$ cat src/rtl/sync_fifo_pro.sv
// Single-clock FIFO with optional first-word-fall-through, occupancy count,
// almost-full/almost-empty thresholds and overflow/underflow error pulses.
module sync_fifo_pro #(
  parameter int DATA_WIDTH    = 8,
  parameter int DATA_DEPTH    = 16,
  parameter int FWFT          = 0,
  parameter int AFULL_THRESH  = 12,
  parameter int AEMPTY_THRESH = 2
) (
  input  logic                           clk,
  input  logic                           rst_n,
  input  logic [DATA_WIDTH-1:0]          data_in,
  input  logic                           wr_en,
  input  logic                           rd_en,
  output logic [DATA_WIDTH-1:0]          data_out,
  output logic                           fifo_full,
  output logic                           fifo_empty,
  output logic                           almost_full,
  output logic                           almost_empty,
  output logic [$clog2(DATA_DEPTH):0]    data_count,
  output logic                           overflow,
  output logic                           underflow
);

  localparam int AW = $clog2(DATA_DEPTH);
  localparam logic [AW:0] DEPTH_C = (AW+1)'(DATA_DEPTH);
  localparam logic [AW:0] AF_C    = (AW+1)'(AFULL_THRESH);
  localparam logic [AW:0] AE_C    = (AW+1)'(AEMPTY_THRESH);

  if (DATA_WIDTH < 1 || DATA_DEPTH < 2 || (DATA_DEPTH & (DATA_DEPTH-1)) != 0 ||
      (FWFT != 0 && FWFT != 1) ||
      AFULL_THRESH < 1 || AFULL_THRESH > DATA_DEPTH ||
      AEMPTY_THRESH < 0 || AEMPTY_THRESH > DATA_DEPTH-1) begin : g_param_err
    $error("sync_fifo_pro: illegal parameter combination");
  end

  logic [DATA_WIDTH-1:0] mem [DATA_DEPTH];
  logic [AW:0]           wr_ptr, rd_ptr, cnt_q;
  logic                  wr_acc, rd_acc;

  // Flags come from the count alone, so pointer wrap never aliases full/empty.
  assign fifo_full    = (cnt_q == DEPTH_C);
  assign fifo_empty   = (cnt_q == '0);
  assign almost_full  = (cnt_q >= AF_C);
  assign almost_empty = (cnt_q <= AE_C);
  assign data_count   = cnt_q;

  assign wr_acc = wr_en & ~fifo_full;
  assign rd_acc = rd_en & ~fifo_empty;

  always_ff @(posedge clk) begin
    if (wr_acc) mem[wr_ptr[AW-1:0]] <= data_in;
  end

  always_ff @(posedge clk or negedge rst_n) begin
    if (!rst_n) begin
      wr_ptr    <= '0;
      rd_ptr    <= '0;
      cnt_q     <= '0;
      overflow  <= 1'b0;
      underflow <= 1'b0;
    end else begin
      if (wr_acc) wr_ptr <= wr_ptr + 1'b1;
      if (rd_acc) rd_ptr <= rd_ptr + 1'b1;
      case ({wr_acc, rd_acc})
        2'b10:   cnt_q <= cnt_q + 1'b1;
        2'b01:   cnt_q <= cnt_q - 1'b1;
        default: cnt_q <= cnt_q;
      endcase
      overflow  <= wr_en & fifo_full;
      underflow <= rd_en & fifo_empty;
    end
  end

  if (FWFT == 0) begin : g_std
    logic [DATA_WIDTH-1:0] dout_q;
    always_ff @(posedge clk or negedge rst_n) begin
      if (!rst_n)      dout_q <= '0;
      else if (rd_acc) dout_q <= mem[rd_ptr[AW-1:0]];
    end
    assign data_out = dout_q;
  end else begin : g_fwft
    // Head word is shown directly; rd_en pops what is displayed.
    assign data_out = fifo_empty ? '0 : mem[rd_ptr[AW-1:0]];
  end

endmodule

$ cat config.mk
export PLATFORM = sky130hd
export DESIGN_NAME = sync_fifo_pro
export DESIGN_NICKNAME = d
export VERILOG_FILES = /design/src/rtl/sync_fifo_pro.sv
export SDC_FILE = /design/constraint.sdc
export NUM_CORES = 1
export LEC_CHECK = 0
export BUFFER_PORTS_ARGS = -buffer_cell sky130_fd_sc_hd__buf_2
export CORE_MARGIN = 3
export CORE_UTILIZATION = 60
export CTS_CLUSTER_SIZE = 14
export DETAILED_ROUTE_END_ITERATION = 8
export PLACE_DENSITY = 0.78
export SETUP_SLACK_MARGIN = 0.3
export SLEW_MARGIN = 20
export SYNTH_ARGS = -nofsm -noshare
export SYNTH_HDL_FRONTEND = slang
export SYNTH_SLANG_ARGS = --single-unit
export TNS_END_PERCENT = 1
$ cat constraint.sdc
create_clock -name clk -period 3.8 [get_ports clk]
set_input_delay 0.38 -clock clk [delete_from_list [all_inputs] [get_ports clk]]
set_output_delay 0.38 -clock clk [all_outputs]
set_load 0.02 [all_outputs]
# Word level (Yosys, flattened, before mapping)
# Memory sizes are Yosys's and may differ from the RTL's. A register that Yosys moved wholly into a read port is not among the register bits.
# Index checks and enable logic that the tools add are counted.
# word_totals
reg_bits	17
ram_bits	128
input_bits	12
out_inout_bits	19
elab_cells	27
mem_count	1
# memory_table
name	words	word_bits	rd	rd_clocked_by_memory_dff	write_ports	line	rtl
mem	16	8	1	1	1	37	logic [DATA_WIDTH-1:0] mem [DATA_DEPTH];
# classes
n_addsub	4
magnitude_cmp	2
eq_ne	3
muxes	3
bitwise	6
reduce_logical	3
# op_table
op	n
5-bit by 1-bit adder with 5-bit output, second input constant	3
5-bit case mux with 2 select lines	1
5-bit equality test, second input constant	1
5-bit by 4-bit >= comparator with 1-bit output, second input constant	1
5-bit by 2-bit less-or-equal comparator with 1-bit output, second input constant	1
5-bit zero test	1
5-bit by 1-bit subtractor with 5-bit output, second input constant	1
1-bit AND	4
2-bit by 1-bit equality test with 1-bit output, second input constant	1
2-bit equality test, second input constant	1
1-bit two-way mux	2
1-bit inverter	2
2-bit nonzero test	1
1-bit zero test	1

# Longest topological paths before layout
# Gate-level depths: netlist (run 1).
# logic_depth
depth_word	5
depth_mapped	12

# Least setup slack after synthesis (run 1)
# Ideal clock, no wire load.
# synth_timing
kind	reg-to-reg
from	register cnt_q[1] (netlist: data_count[1])
to	register cnt_q[4] (netlist: data_count[4])
setup_ns	0.140
t_arrival_ns	2.811
required_ns	3.660
slack_ns	0.849
stages_incl_launch_ff	13
period_less_slack_ns	2.951
path_cell_list	dfrtp_1 buf_6 or4_4 o21ai_2 inv_2 ha_1 clkbuf_1 xor2_1 ha_1 o21ai_0 o22ai_1 a2111oi_0 a211oi_1
# synth_via
elab_chain_len	5
elab_cells_between_ends	12
# synth_rtl
item	line	rtl
start, declared	38	logic [AW:0] wr_ptr, rd_ptr, cnt_q;
start signal, assigned	66	2'b10: cnt_q <= cnt_q + 1'b1;
start signal, assigned	67	2'b01: cnt_q <= cnt_q - 1'b1;
start signal, assigned	68	default: cnt_q <= cnt_q;
5-bit zero test (*)	43	assign fifo_empty = (cnt_q == '0);
1-bit inverter (*)	49	assign rd_acc = rd_en & ~fifo_empty;
1-bit AND (*)	49	
net rd_acc	39	logic wr_acc, rd_acc;
2-bit by 1-bit equality test with 1-bit output / 2-bit equality test (equally long branches)	65	case ({wr_acc, rd_acc})
5-bit case mux with 2 select lines / 2-bit nonzero test (equally long branches)	-	
# Mark *: on every way through the listed nets, which the timed path passes. The rest lies on a longest branch.
# A chain may end at the register's enable or synchronous reset.

# Worst setup path in the final report (run 1)
# Ends and elaborated chain as after synthesis.

==> results.tsv, run 1 <==
stage	metric	value	unit
outcome	status	complete, no violations	
timing	worst_slack	674.7	ps
critical_path	rr_endpoint	data_count[4]$_DFFE_PN0P_	
logic_synthesis	synthMuxAreaShare	0.1444	
timing	fin_crit	3125	ps
critical_path	arrival	3520	ps
global_routing	grt_first_pass_wirelength	18660	um
critical_path	critPathLaunchType	flop	
critical_path	required	4200	ps
logic_synthesis	synthTopCellsByArea	edfxtp_1 62%, mux4_2 12%, dfrtp_1 9.3%	
clock_network	cts_buffers	17	
cells_and_area	syn2layout_area_growth	14.32	%
timing	finalMaxSlewViolations	0	
clock_network	postCtsSetupBuffers	0	
worst_hold_path	hold_path.class	in -> reg	
run	drv_cap	0	
global_routing	grt_overflow_total	0	
routing	avgRoutedWirePerCell	23.71	um
global_routing	grt_usage	0.2300	
die	dieArea	11550	um2
critical_path	reg2reg_setup_slack	670	ps
power_and_ir_drop	internal_power	3716	uW
power_and_ir_drop	total_power	5494	uW
place	place.gp.congestion	0.7605	
die	fp.dieH	107.5	um
logic_synthesis	avgSynthCellArea	18.94	um2
clock_network	cts_num_sinks	151	
place	hpwl	7200	um
power_and_ir_drop	p_sw	1778	uW
critical_path	cp.depth	11	
power_and_ir_drop	p_clk_frac	0.305	
logic_synthesis	netlist_area	6176	um2
place	numPortBuffers	30	
routing	vias	3102	
clock_network	clk_path_buf_depth	2	
timing	rsz0062_at_grt	no	
logic_synthesis	synthSimpleGateAreaFrac	0.04761	
global_routing	grt_pass1_vias	3255	
power_and_ir_drop	p_leak	0.002508	uW
logic_synthesis	synth-seq-cells	151	
worst_hold_path	min_path_cells	2	
timing	fin_tns_setup	0	ps
logic_synthesis	seq_area_frac_synth	0.7156	
clock_network	cts.clk_slew.worst_paths	70	ps
cells_and_area	fin_area	7061	um2
critical_path	crit_end	data_count[4]$_DFFE_PN0P_	
critical_path	crit_fanout	11	
timing	skew	9.375	ps
cells_and_area	drive_gt1_frac	0.3113	
logic_synthesis	synth_compound_area_frac	0.04113	
timing	fmax	0.3200	GHz
critical_path	critPathMostFrequentCell	ha_1	
power_and_ir_drop	switching_share	0.3235	
logic_synthesis	synth-edff-count	128	
power_and_ir_drop	power_density	778.1	nW/um2
routing	ant_nets	0	
timing	setup_violations	0	
die	core_area	9910	um2
logic_synthesis	synth_top_cell_area_share	0.6224	
power_and_ir_drop	power.share.sequential	0.434	
timing	hold_viol	0	
critical_path	slowest_stage	or4_4	
routing	drtIter0Drc	297	
timing	period_share	0.8225	
logic_synthesis	ys_async_sr_fraction	0.1523	
global_routing	grt_max_degree	24	
clock_network	clk_latency	530	ps
cells_and_area	nets	387	
logic_synthesis	ys_warn_count	0	
place	placed_area	6451	um2
critical_path	ff2ff_path_depth	11	
logic_synthesis	synthFlopType	edfxtp_1	
cells_and_area	num_antenna_cells	0	
place	pre_cts_ws	684.8	ps
critical_path	critPathBufInv	2	
logic_synthesis	yosysUniqueCellTypes	41	
cells_and_area	fin_util	0.7125	
critical_path	end_kind	flop	
worst_hold_path	hold_start	rd_en	
global_routing	antenna_found_initial	0	
logic_synthesis	synth_nets	347	
routing	drcViolationCount	0	
clock_network	cts-root-buf	clkbuf_8	
critical_path	crit_start	data_count[1]$_DFFE_PN0P_	
clock_network	cts_max_level	4	
die	start_util	0.6232	
die	io_pins	31	
routing	drt_first_pass_iters	4	
logic_synthesis	yosys.area.top_type	edfxtp_1	
logic_synthesis	synth_cells	326	
critical_path	slowest_delay	590	ps
timing	relSlewSlack	0.2499	
logic_synthesis	synth_xor_area_frac	0.01276	
die	die_x	107.5	um
die	rows	36	
routing	viasPerCell	6.059	
timing	tightest_slew	1125	ps
critical_path	critPathTopFamily	compound AO/OA/AOI/OAI gates	
clock_network	cts_tree	done	
logic_synthesis	synth_top_family_by_area	multiplexers	
critical_path	worstPathCellList	or4_4 > o21ai_2 > buf_4 > inv_2 > ha_1 > xor2_1 > ha_1 > o21ai_0 > o22ai_1 > a2111oi_0 > a211oi_1	
power_and_ir_drop	p_comb_frac	0.261	
critical_path	critPathKind	reg -> reg	
power_and_ir_drop	vdd_drop_max	0.0005215	V
routing	totalWireLength	12140	um
logic_synthesis	synthAdderAreaFrac	0.01823	
critical_path	r2r_start	data_count[1]$_DFFE_PN0P_	
[area by class of cell]
cell class,instances,area (um2)
Inverter,4,15.01
Tap cell,133,166.4
Multi-Input combinational cell,152,1632
Timing Repair Buffer,40,227.7
Clock inverter,15,185.2
Sequential cell,151,4420
Clock buffer,17,414.1
Fill cell,602,2849
[power groups by stage]
stage               clock, uW  combinational, uW  sequential [uW]
floorplan                   0               1180             2260
global placement            0               1400             2390
detailed placement          0               1420             2410
CTS                      1700               1450             2390
global route             1760               1550             2420
finish                   1670               1440             2380
[synth_stat cells (3+ instances only)]
cell type  count
nor3_1         4
mux2i_1       16
buf_2          9
ha_1           9
dfrtp_1       23
and2_1         3
xnor2_1        6
o21ai_0        3
nand2_1       20
xor2_1         3
o221ai_2       8
nand2b_1       4
nor2b_1        4
a21o_1         3
mux4_2        32
clkbuf_1       6
inv_1          3
edfxtp_1     128
nor2_1        16
[per-stage QoR]
stage / hold slack, ps / instances
after floorplan: 84.41 / 326
after global placement: 404.9 / 479
after detailed placement: 408.4 / 479
after CTS: 77.36 / 512
after global routing: 94.19 / 512
final: 104.3 / 512
[metal layers]
metal / routed length (um) / vias to the layer above / track usage
met4: 250 / 0 / 0.1064
li1: - / 1378 / -
met5: 0 / - / 0
met2: 6220 / 130 / 0.3615
met3: 922 / 22 / 0.05879
met1: 4743 / 1572 / 0.3063
[flip-flops by register name, summed over array words and instances, names as in the netlist]
signal,flops
data_count,5
data_out,8
mem,128
overflow,1
rd_ptr,4
underflow,1
wr_ptr,4
[placed cells by master, fill, tap and decap left out, types with 4 or more instances in the layout]
cell type  Yosys  routed
xnor2_1        6       6
ha_1           9       9
nor3_1         4       4
inv_6          0       4
mux2i_1       16      16
nor2b_1        4       4
nand2b_1       4       4
buf_2          9      30
inv_8          0       4
buf_4          1       9
nand2_1       20      20
mux4_2        32      32
nor2_1        16      16
clkbuf_16      0      16
dfrtp_1       23      22
o221ai_2       8       8
edfxtp_1     128     128
[repair_timing]
action / in CTS / in global routing
endpoints found under the hold margin: 23 / 0
endpoints found under the setup margin: 0 / 0
hold buffers: 1 / 0
resized for setup: 0 / 0
[how the worst min path moves through the flow]
stage	to	slack, ps
after floorplan	data_count[0]$_DFFE_PN0P_	80
after global placement	data_count[4]$_DFFE_PN0P_	400
after detailed placement	data_count[4]$_DFFE_PN0P_	410
after CTS	underflow$_DFF_PN0_	80
after global routing	underflow$_DFF_PN0_	90
final	underflow$_DFF_PN0_	100
[cell families after synthesis]
group | after synthesis
multiplexers | 49
buffers and inverters | 23
AND/OR/NAND/NOR | 59
XOR/XNOR | 9
flip-flops | 151
AO/OA/AOI/OAI | 26
adder cells (fa/ha/maj) | 9
(Power assumes the default switching activity.)
==> run 2: changes to the inputs <==
Settings changed: ABC_AREA set to 1, CORE_UTILIZATION 60 to 55, PLACE_DENSITY 0.78 to 0.75.
Clock period 3.8 ns to 2.5 ns, I/O delays scaled along.
==> run 2 against run 1 <==
  * Utilization down 5.5 points
  * Wire length up 18%
  * Flip-flop and latch count unchanged
  * Sequential power up 43%
  * First-iteration DRC count up 44%
  * Worst hold slack worse by 51 ps
  * Power up 63%
  * Synthesized cell count up 110%
  * Critical endpoint is now mem[5][1]$_DFFE_PP_
==> results.tsv, run 2 <==
stage	metric	value	unit	change
routing	vias	4632		+49%
cells_and_area	syn2layout_area_growth	13.97	%	
logic_synthesis	synthFlopType	edfxtp_1		
global_routing	antenna_found_initial	0		unchanged
clock_network	clk_path_buf_depth	2		unchanged
critical_path	slowest_delay	560	ps	-30 ps
global_routing	grt_pass1_vias	4616		+42%
power_and_ir_drop	p_leak	0.003509	uW	+40%
global_routing	grt_first_pass_wirelength	23120	um	+24%
timing	skew	8.720	ps	-0.6546 ps
critical_path	slowest_stage	nor2_1		
clock_network	cts_buffers	17		unchanged
global_routing	grt_overflow_total	0		unchanged
routing	wl_met2	7442	um	+20%
cells_and_area	num_antenna_cells	0		unchanged
die	die_x	116.6	um	+8.5%
power_and_ir_drop	vdd_drop_max	0.0006788	V	+30%
place	place.gp.congestion	0.9090		+20%
logic_synthesis	seq_area_frac_synth	0.6570		-0.05857
die	start_util	0.5768		-0.04647
outcome	status	complete, no violations		
cells_and_area	nets	738		+91%
logic_synthesis	synth-edff-count	128		unchanged
global_routing	grt_max_degree	67		+180%
clock_network	cts-root-buf	clkbuf_16		
logic_synthesis	netlist_area	6726	um2	+8.9%
die	fp.dieH	116.6	um	+8.5%
routing	wl_met1	5651	um	+19%
logic_synthesis	synth_top_cell_area_share	0.5714		-0.05094
clock_network	cts_num_sinks	151		unchanged
timing	finalMaxSlewViolations	0		unchanged
routing	drcViolationCount	0		unchanged
place	hpwl	9265	um	+29%
cells_and_area	fill_cells	858		+43%
routing	drtIter0Drc	428		+44%
clock_network	cts_tree	done		
worst_hold_path	hold_path.class	in -> reg		
logic_synthesis	netlist_top_cells_count	222 x nand2_1, 128 x edfxtp_1, 120 x inv_1		
routing	wl_met3	902	um	-2.2%
cells_and_area	fin_util	0.6573		-0.05517
critical_path	worstPathCellList	inv_1 > nand4_1 > nand2_1 > buf_4 > inv_1 > nand2_1 > nor2_1		
global_routing	grt_usage	0.2306		+0.0006630
routing	totalWireLength	14320	um	+18%
routing	drt_first_pass_iters	5		+1
timing	tightest_slew	683.3	ps	-441.9 ps
logic_synthesis	yosysUniqueCellTypes	22		-46%
logic_synthesis	ys_async_sr_fraction	0.1523		unchanged
timing	period_share	0.8626		+0.04012
cells_and_area	drive_gt1_frac	0.1205		-0.1908
die	io_pins	31		unchanged
clock_network	cts.clk_slew.worst_paths	60	ps	about the same
critical_path	crit_fanout	8		-3
critical_path	arrival	2210	ps	-1310 ps
logic_synthesis	yosys.area.top_type	edfxtp_1		
die	dieArea	13590	um2	+18%
clock_network	cts_max_level	4		unchanged
clock_network	clk_latency	420	ps	-110 ps
logic_synthesis	ys_warn_count	0		unchanged
routing	routed.top_layer	met4		
critical_path	critPathKind	reg -> reg		
routing	avgRoutedWirePerCell	16.40	um	-31%
place	numPortBuffers	30		unchanged
run	drv_cap	0		unchanged
logic_synthesis	synth_nets	697		+100%
cells_and_area	largest_reg_flops	128		unchanged
logic_synthesis	synthTopCellsByArea	edfxtp_1 57%, nand2_1 12%, dfrtp_1 8.6%		
die	rows	39		+8.3%
routing	viasPerCell	5.306		-12%
cells_and_area	layout_commonest_cell	nand2_1		
logic_synthesis	synth-seq-cells	151		unchanged
power_and_ir_drop	total_power	8929	uW	+63%
timing	setup_violations	0		unchanged
critical_path	required	2550	ps	-1650 ps
timing	hold_viol	0		unchanged
logic_synthesis	synth_cells	676		+110%
timing	relSlewSlack	0.5428		+0.2929
timing	rsz0062_at_grt	yes		
timing	fin_tns_setup	0	ps	unchanged
die	core_area	11660	um2	+18%
cells_and_area	mostFrequentLayoutCells	222 x nand2_1, 128 x edfxtp_1, 120 x inv_1		
power_and_ir_drop	power_density	1165	nW/um2	+50%
critical_path	end_kind	flop		
logic_synthesis	synth_most_common_cell	nand2_1		
critical_path	critPathLaunchType	flop		
routing	ant_nets	0		unchanged
timing	fin_crit	2156	ps	-968.9 ps
logic_synthesis	avgSynthCellArea	9.950	um2	-47%
timing	fmax	0.4637	GHz	+45%
-- run 2: cell count changes after synthesis, moves of 5 or more --
| cell | change |
|---|---|
| nand2_1 | +202 |
| inv_1 | +117 |
| nand3_1 | +102 |
| mux4_2 | -32 |
| mux2i_1 | -16 |
| buf_2 | +9 |
| o221ai_2 | -8 |
| buf_4 | +6 |
| clkbuf_1 | -6 |
| xor2_1 | +6 |
| nor2_1 | +5 |
| xnor2_1 | -5 |
-- run 2: what timing repair did --
action | in CTS | in global routing
hold endpoints to repair | 23 | 0
hold buffers | 1 | 0
endpoints found under the setup margin | 0 | 65
buffers inserted | 0 | 1
resized for setup | 0 | 4
-- run 2: final cells by class --
cell class / instances / area, um2 / share of cell area
Timing Repair Buffer: 49 / 307.8 / 0.04015
Clock buffer: 19 / 432.9 / 0.05647
Tap cell: 143 / 178.9 / 0.02334
Inverter: 122 / 457.9 / 0.05974
Multi-Input combinational cell: 376 / 1714 / 0.2236
Sequential cell: 151 / 4427 / 0.5774
Clock inverter: 13 / 147.6 / 0.01926
-- run 2: through the flow --
step / hold slack, ps / std cells / area (um2) / setup slack [ps]
2_1_floorplan: -45.59 / 676 / 6733 / 308.1
3_3_place_gp: 242.0 / 839 / 7046 / 397.0
3_5_place_dp: 261.1 / 839 / 7046 / 338.7
4_1_cts: 40.15 / 872 / 7636 / 324.6
5_1_grt: 54.57 / 873 / 7666 / 170.0
6_report: 52.99 / 873 / 7666 / 343.6
-- run 2: worst paths after layout --
path | slack (ps) | to | startpoint | depth (start not counted)
setup / recovery | 340 | mem[5][1]$_DFFE_PP_ | data_count[1]$_DFFE_PN0P_ | 7
hold / removal | 50 | overflow$_DFF_PN0_ | wr_en | 3
setup reg to reg | 340 | mem[5][1]$_DFFE_PP_ | data_count[1]$_DFFE_PN0P_ | 7
hold reg to reg | 470 | data_out[6]$_DFFE_PN0P_ | data_out[6]$_DFFE_PN0P_ | 2
max in group asynchronous | 1770 | rd_ptr[0]$_DFFE_PN0P_ | rst_n | 2
min in group asynchronous | 340 | data_out[3]$_DFFE_PN0P_ | rst_n | 2
-- run 2: kinds of logic (layout without fill, tap and decap cells) --
logic type / Yosys count / count (layout) / share of synthesized area
flops: 151 / 151 / 0.6570
buf+inv: 149 / 203 / 0.09152
fa+ha+maj: 9 / 9 / 0.01674
simple gates: 348 / 348 / 0.2143
compound gates: 9 / 9 / 0.007441
xor+xnor: 10 / 10 / 0.01302
-- run 2: critical path: cells and delay by family (launching register included) --
kind / cells / cell delay, ps
AND/OR/NAND/NOR: 4 / 970
flip-flops: 1 / 420
buffers and inverters: 3 / 390
-- run 2: where the power goes --
part	internal, uW	switching, uW
Combinational	944	2090
Clock	1480	1010
Sequential	3140	259
-- run 2: routing by layer --
| metal | GRT usage | vias to the layer above |
|---|---|---|
| met5 | 0 | - |
| met4 | 0.1017 | 0 |
| met3 | 0.04301 | 22 |
| met2 | 0.3928 | 169 |
| met1 | 0.2893 | 2212 |
| li1 | - | 2229 |
==> run 3: changes to the inputs <==
Settings changed: ABC_AREA 1 to unset, PLACE_DENSITY 0.75 to 0.76.
Clock period 2.5 ns to 1.8 ns, I/O delays scaled along.
==> run 3 against run 2 <==
  * The flow now finishes with violations (negative setup slack)
  * Power is 37% higher
  * Via count is 31% lower
  * Global-route usage is 1.7 points lower
  * Utilization is 3.9 points higher
  * Largest power group unchanged
==> results.tsv, run 3 (synthesis gave the netlist of run 1 again) <==
stage	metric	value	unit	change
outcome	status	finished with violations		
outcome	violations	negative setup slack		
routing	totalWireLength	12170	um	-15%
global_routing	grt_max_degree	25		-63%
cells_and_area	layout_commonest_cell	edfxtp_1		
clock_network	cts_max_level	4		unchanged
timing	tightest_slew	584.1	ps	-99.24 ps
critical_path	critPathTopFamily	compound AO/OA/AOI/OAI gates		
place	numPortBuffers	30		unchanged
run	drv_cap	0		unchanged
cells_and_area	largest_reg_flops	128		unchanged
critical_path	arrival	2930	ps	+720 ps
place	placed_area	6810	um2	-3.3%
critical_path	critPathBufInv	1		-2
timing	finalMaxSlewViolations	0		unchanged
timing	rsz0062_at_grt	yes		
place	hpwl	7785	um	-16%
power_and_ir_drop	vdd_drop_max	0.001279	V	+88%
die	core_area	10890	um2	-6.6%
clock_network	cts_num_sinks	151		unchanged
die	fp.dieH	112.0	um	-4.0%
timing	skew	9.477	ps	+0.7564 ps
cells_and_area	mostFrequentLayoutCells	128 x edfxtp_1, 39 x buf_4, 32 x mux4_2		
routing	drcViolationCount	0		unchanged
timing	worst_slack	-723.6	ps	-1067 ps
clock_network	cts.clk_slew.worst_paths	70	ps	about the same
timing	hold_viol	0		unchanged
clock_network	postCtsSetupBuffers	0		unchanged
critical_path	worstPathCellList	or4_4 > o21ai_2 > inv_2 > ha_4 > xor2_1 > ha_2 > o21ai_1 > o22ai_2 > a2111oi_4 > a211oi_2		
cells_and_area	fin_cells	557		-36%
timing	setup_violations	128		+128
clock_network	cts_tree	done		
cells_and_area	num_antenna_cells	0		unchanged
routing	drtIter0Drc	229		-46%
global_routing	grt_pass1_vias	3431		-26%
critical_path	critPathLaunchType	flop		
power_and_ir_drop	p_leak	0.002717	uW	-23%
timing	relSlewSlack	0.6106		+0.06784
die	dieArea	12540	um2	-7.8%
die	rows	38		-2.6%
timing	fmax	0.3963	GHz	-15%
cells_and_area	register_area	4423	um2	about the same
cells_and_area	fill_cells	690		-20%
place	place.gp.congestion	0.7714		-15%
die	io_pins	31		unchanged
routing	viasPerCell	5.743		+8.2%
die	start_util	0.5672		-0.009536
routing	drt_first_pass_iters	4		-1
critical_path	required	2210	ps	-340 ps
critical_path	slowest_stage	or4_4		
routing	vias	3199		-31%
power_and_ir_drop	power_density	1617	nW/um2	+39%
cells_and_area	multiInputGateArea	1802	um2	+5.1%
cells_and_area	nets	425		-42%
clock_network	clk_latency	540	ps	+120 ps
timing	fin_crit	2524	ps	+367.1 ps
cells_and_area	drive_gt1_frac	0.4317		+0.3111
cells_and_area	syn2layout_area_growth	22.77	%	
clock_network	cts-root-buf	clkbuf_8		
worst_hold_path	hold_path.class	in -> reg		
clock_network	clk_path_buf_depth	2		unchanged
global_routing	antenna_found_initial	0		unchanged
global_routing	grt_first_pass_wirelength	19710	um	-15%
cells_and_area	fin_area	7582	um2	-1.1%
routing	ant_nets	0		unchanged
critical_path	slowest_delay	550	ps	about the same
timing	period_share	1.402		+0.5394
die	die_x	112.0	um	-4.0%
clock_network	cts_buffers	17		unchanged
place	dp_cells	522		-38%
global_routing	grt_usage	0.2137		-0.01689
critical_path	crit_fanout	4		-4
critical_path	critPathKind	reg -> reg		
critical_path	end_kind	flop		
routing	avgRoutedWirePerCell	21.86	um	+33%
global_routing	grt_overflow_total	0		unchanged
run 3: cell count changes in the layout (fill, tap and decap cells not counted), sizes merged, moves of 16 or more:
| cell | change |
|---|---|
| nand3 | -102 |
| mux4 | +32 |
| inv | -112 |
| mux2i | +16 |
| buf | +27 |
| nand2 | -201 |
run 3: path summary, 6_finish.rpt:
| path | from | to | slack (ps) | cells past startpoint |
|---|---|---|---|---|
| min reg2reg | data_out[7]$_DFFE_PN0P_ | data_out[7]$_DFFE_PN0P_ | 490 | 2 |
| max in group asynchronous | rst_n | data_count[0]$_DFFE_PN0P_ | 1210 | 2 |
| min | data_in[1] | mem[12][1]$_DFFE_PP_ | 20 | 1 |
| max reg2reg | data_count[2]$_DFFE_PN0P_ | data_count[4]$_DFFE_PN0P_ | -720 | 10 |
| max | data_count[2]$_DFFE_PN0P_ | data_count[4]$_DFFE_PN0P_ | -720 | 10 |
| min in group asynchronous | rst_n | data_count[4]$_DFFE_PN0P_ | 180 | 2 |
run 3: timing repair:
action                                  4_1_cts  5_1_grt
endpoints found under the hold margin        25        0
pin swaps                                     4        4
hold buffers                                  3        0
resized for setup                            30       11
endpoints found under the setup margin      152      155
run 3: through the flow:
stage          power (uW)  hold slack, ps  setup TNS (ps)  setup WS [ps]  utilization
2_1_floorplan        7272          -115.6          -32550         -861.0            -
5_1_grt             12860           15.49          -28070         -806.7       0.6964
6_report            12260           22.57          -16150         -723.6       0.6964
3_5_place_dp         8661           234.3          -42770         -863.7       0.6255
4_1_cts             12220          0.2797          -16690         -724.9       0.6903
3_3_place_gp         8517           210.2          -34570         -638.5       0.6255
run 3: metal layers:
layer  share of wire  vias to the layer above  GRT usage
met4           0.010                        0    0.06731
met3           0.055                       15    0.05707
met5               0                        -          0
li1                -                     1455          -
met2            0.52                      103     0.3461
met1            0.41                     1626     0.2883
run 3: area by class of cell:
type                       count  area share
multi-input combinational    152      0.2376
clock buffer                  17     0.05462
timing repair buffer          78     0.07871
sequential                   151      0.5833
inverter                       4    0.001980
clock inverter                15     0.02063
tap                          140     0.02310
run 3: report_power, final:
group / total [uW] / switching [uW] / internal (uW)
Sequential: 4650 / 313 / 4340
Combinational: 4220 / 2250 / 1980
Clock: 3380 / 1490 / 1890
Total: 12300 / 4050 / 8210
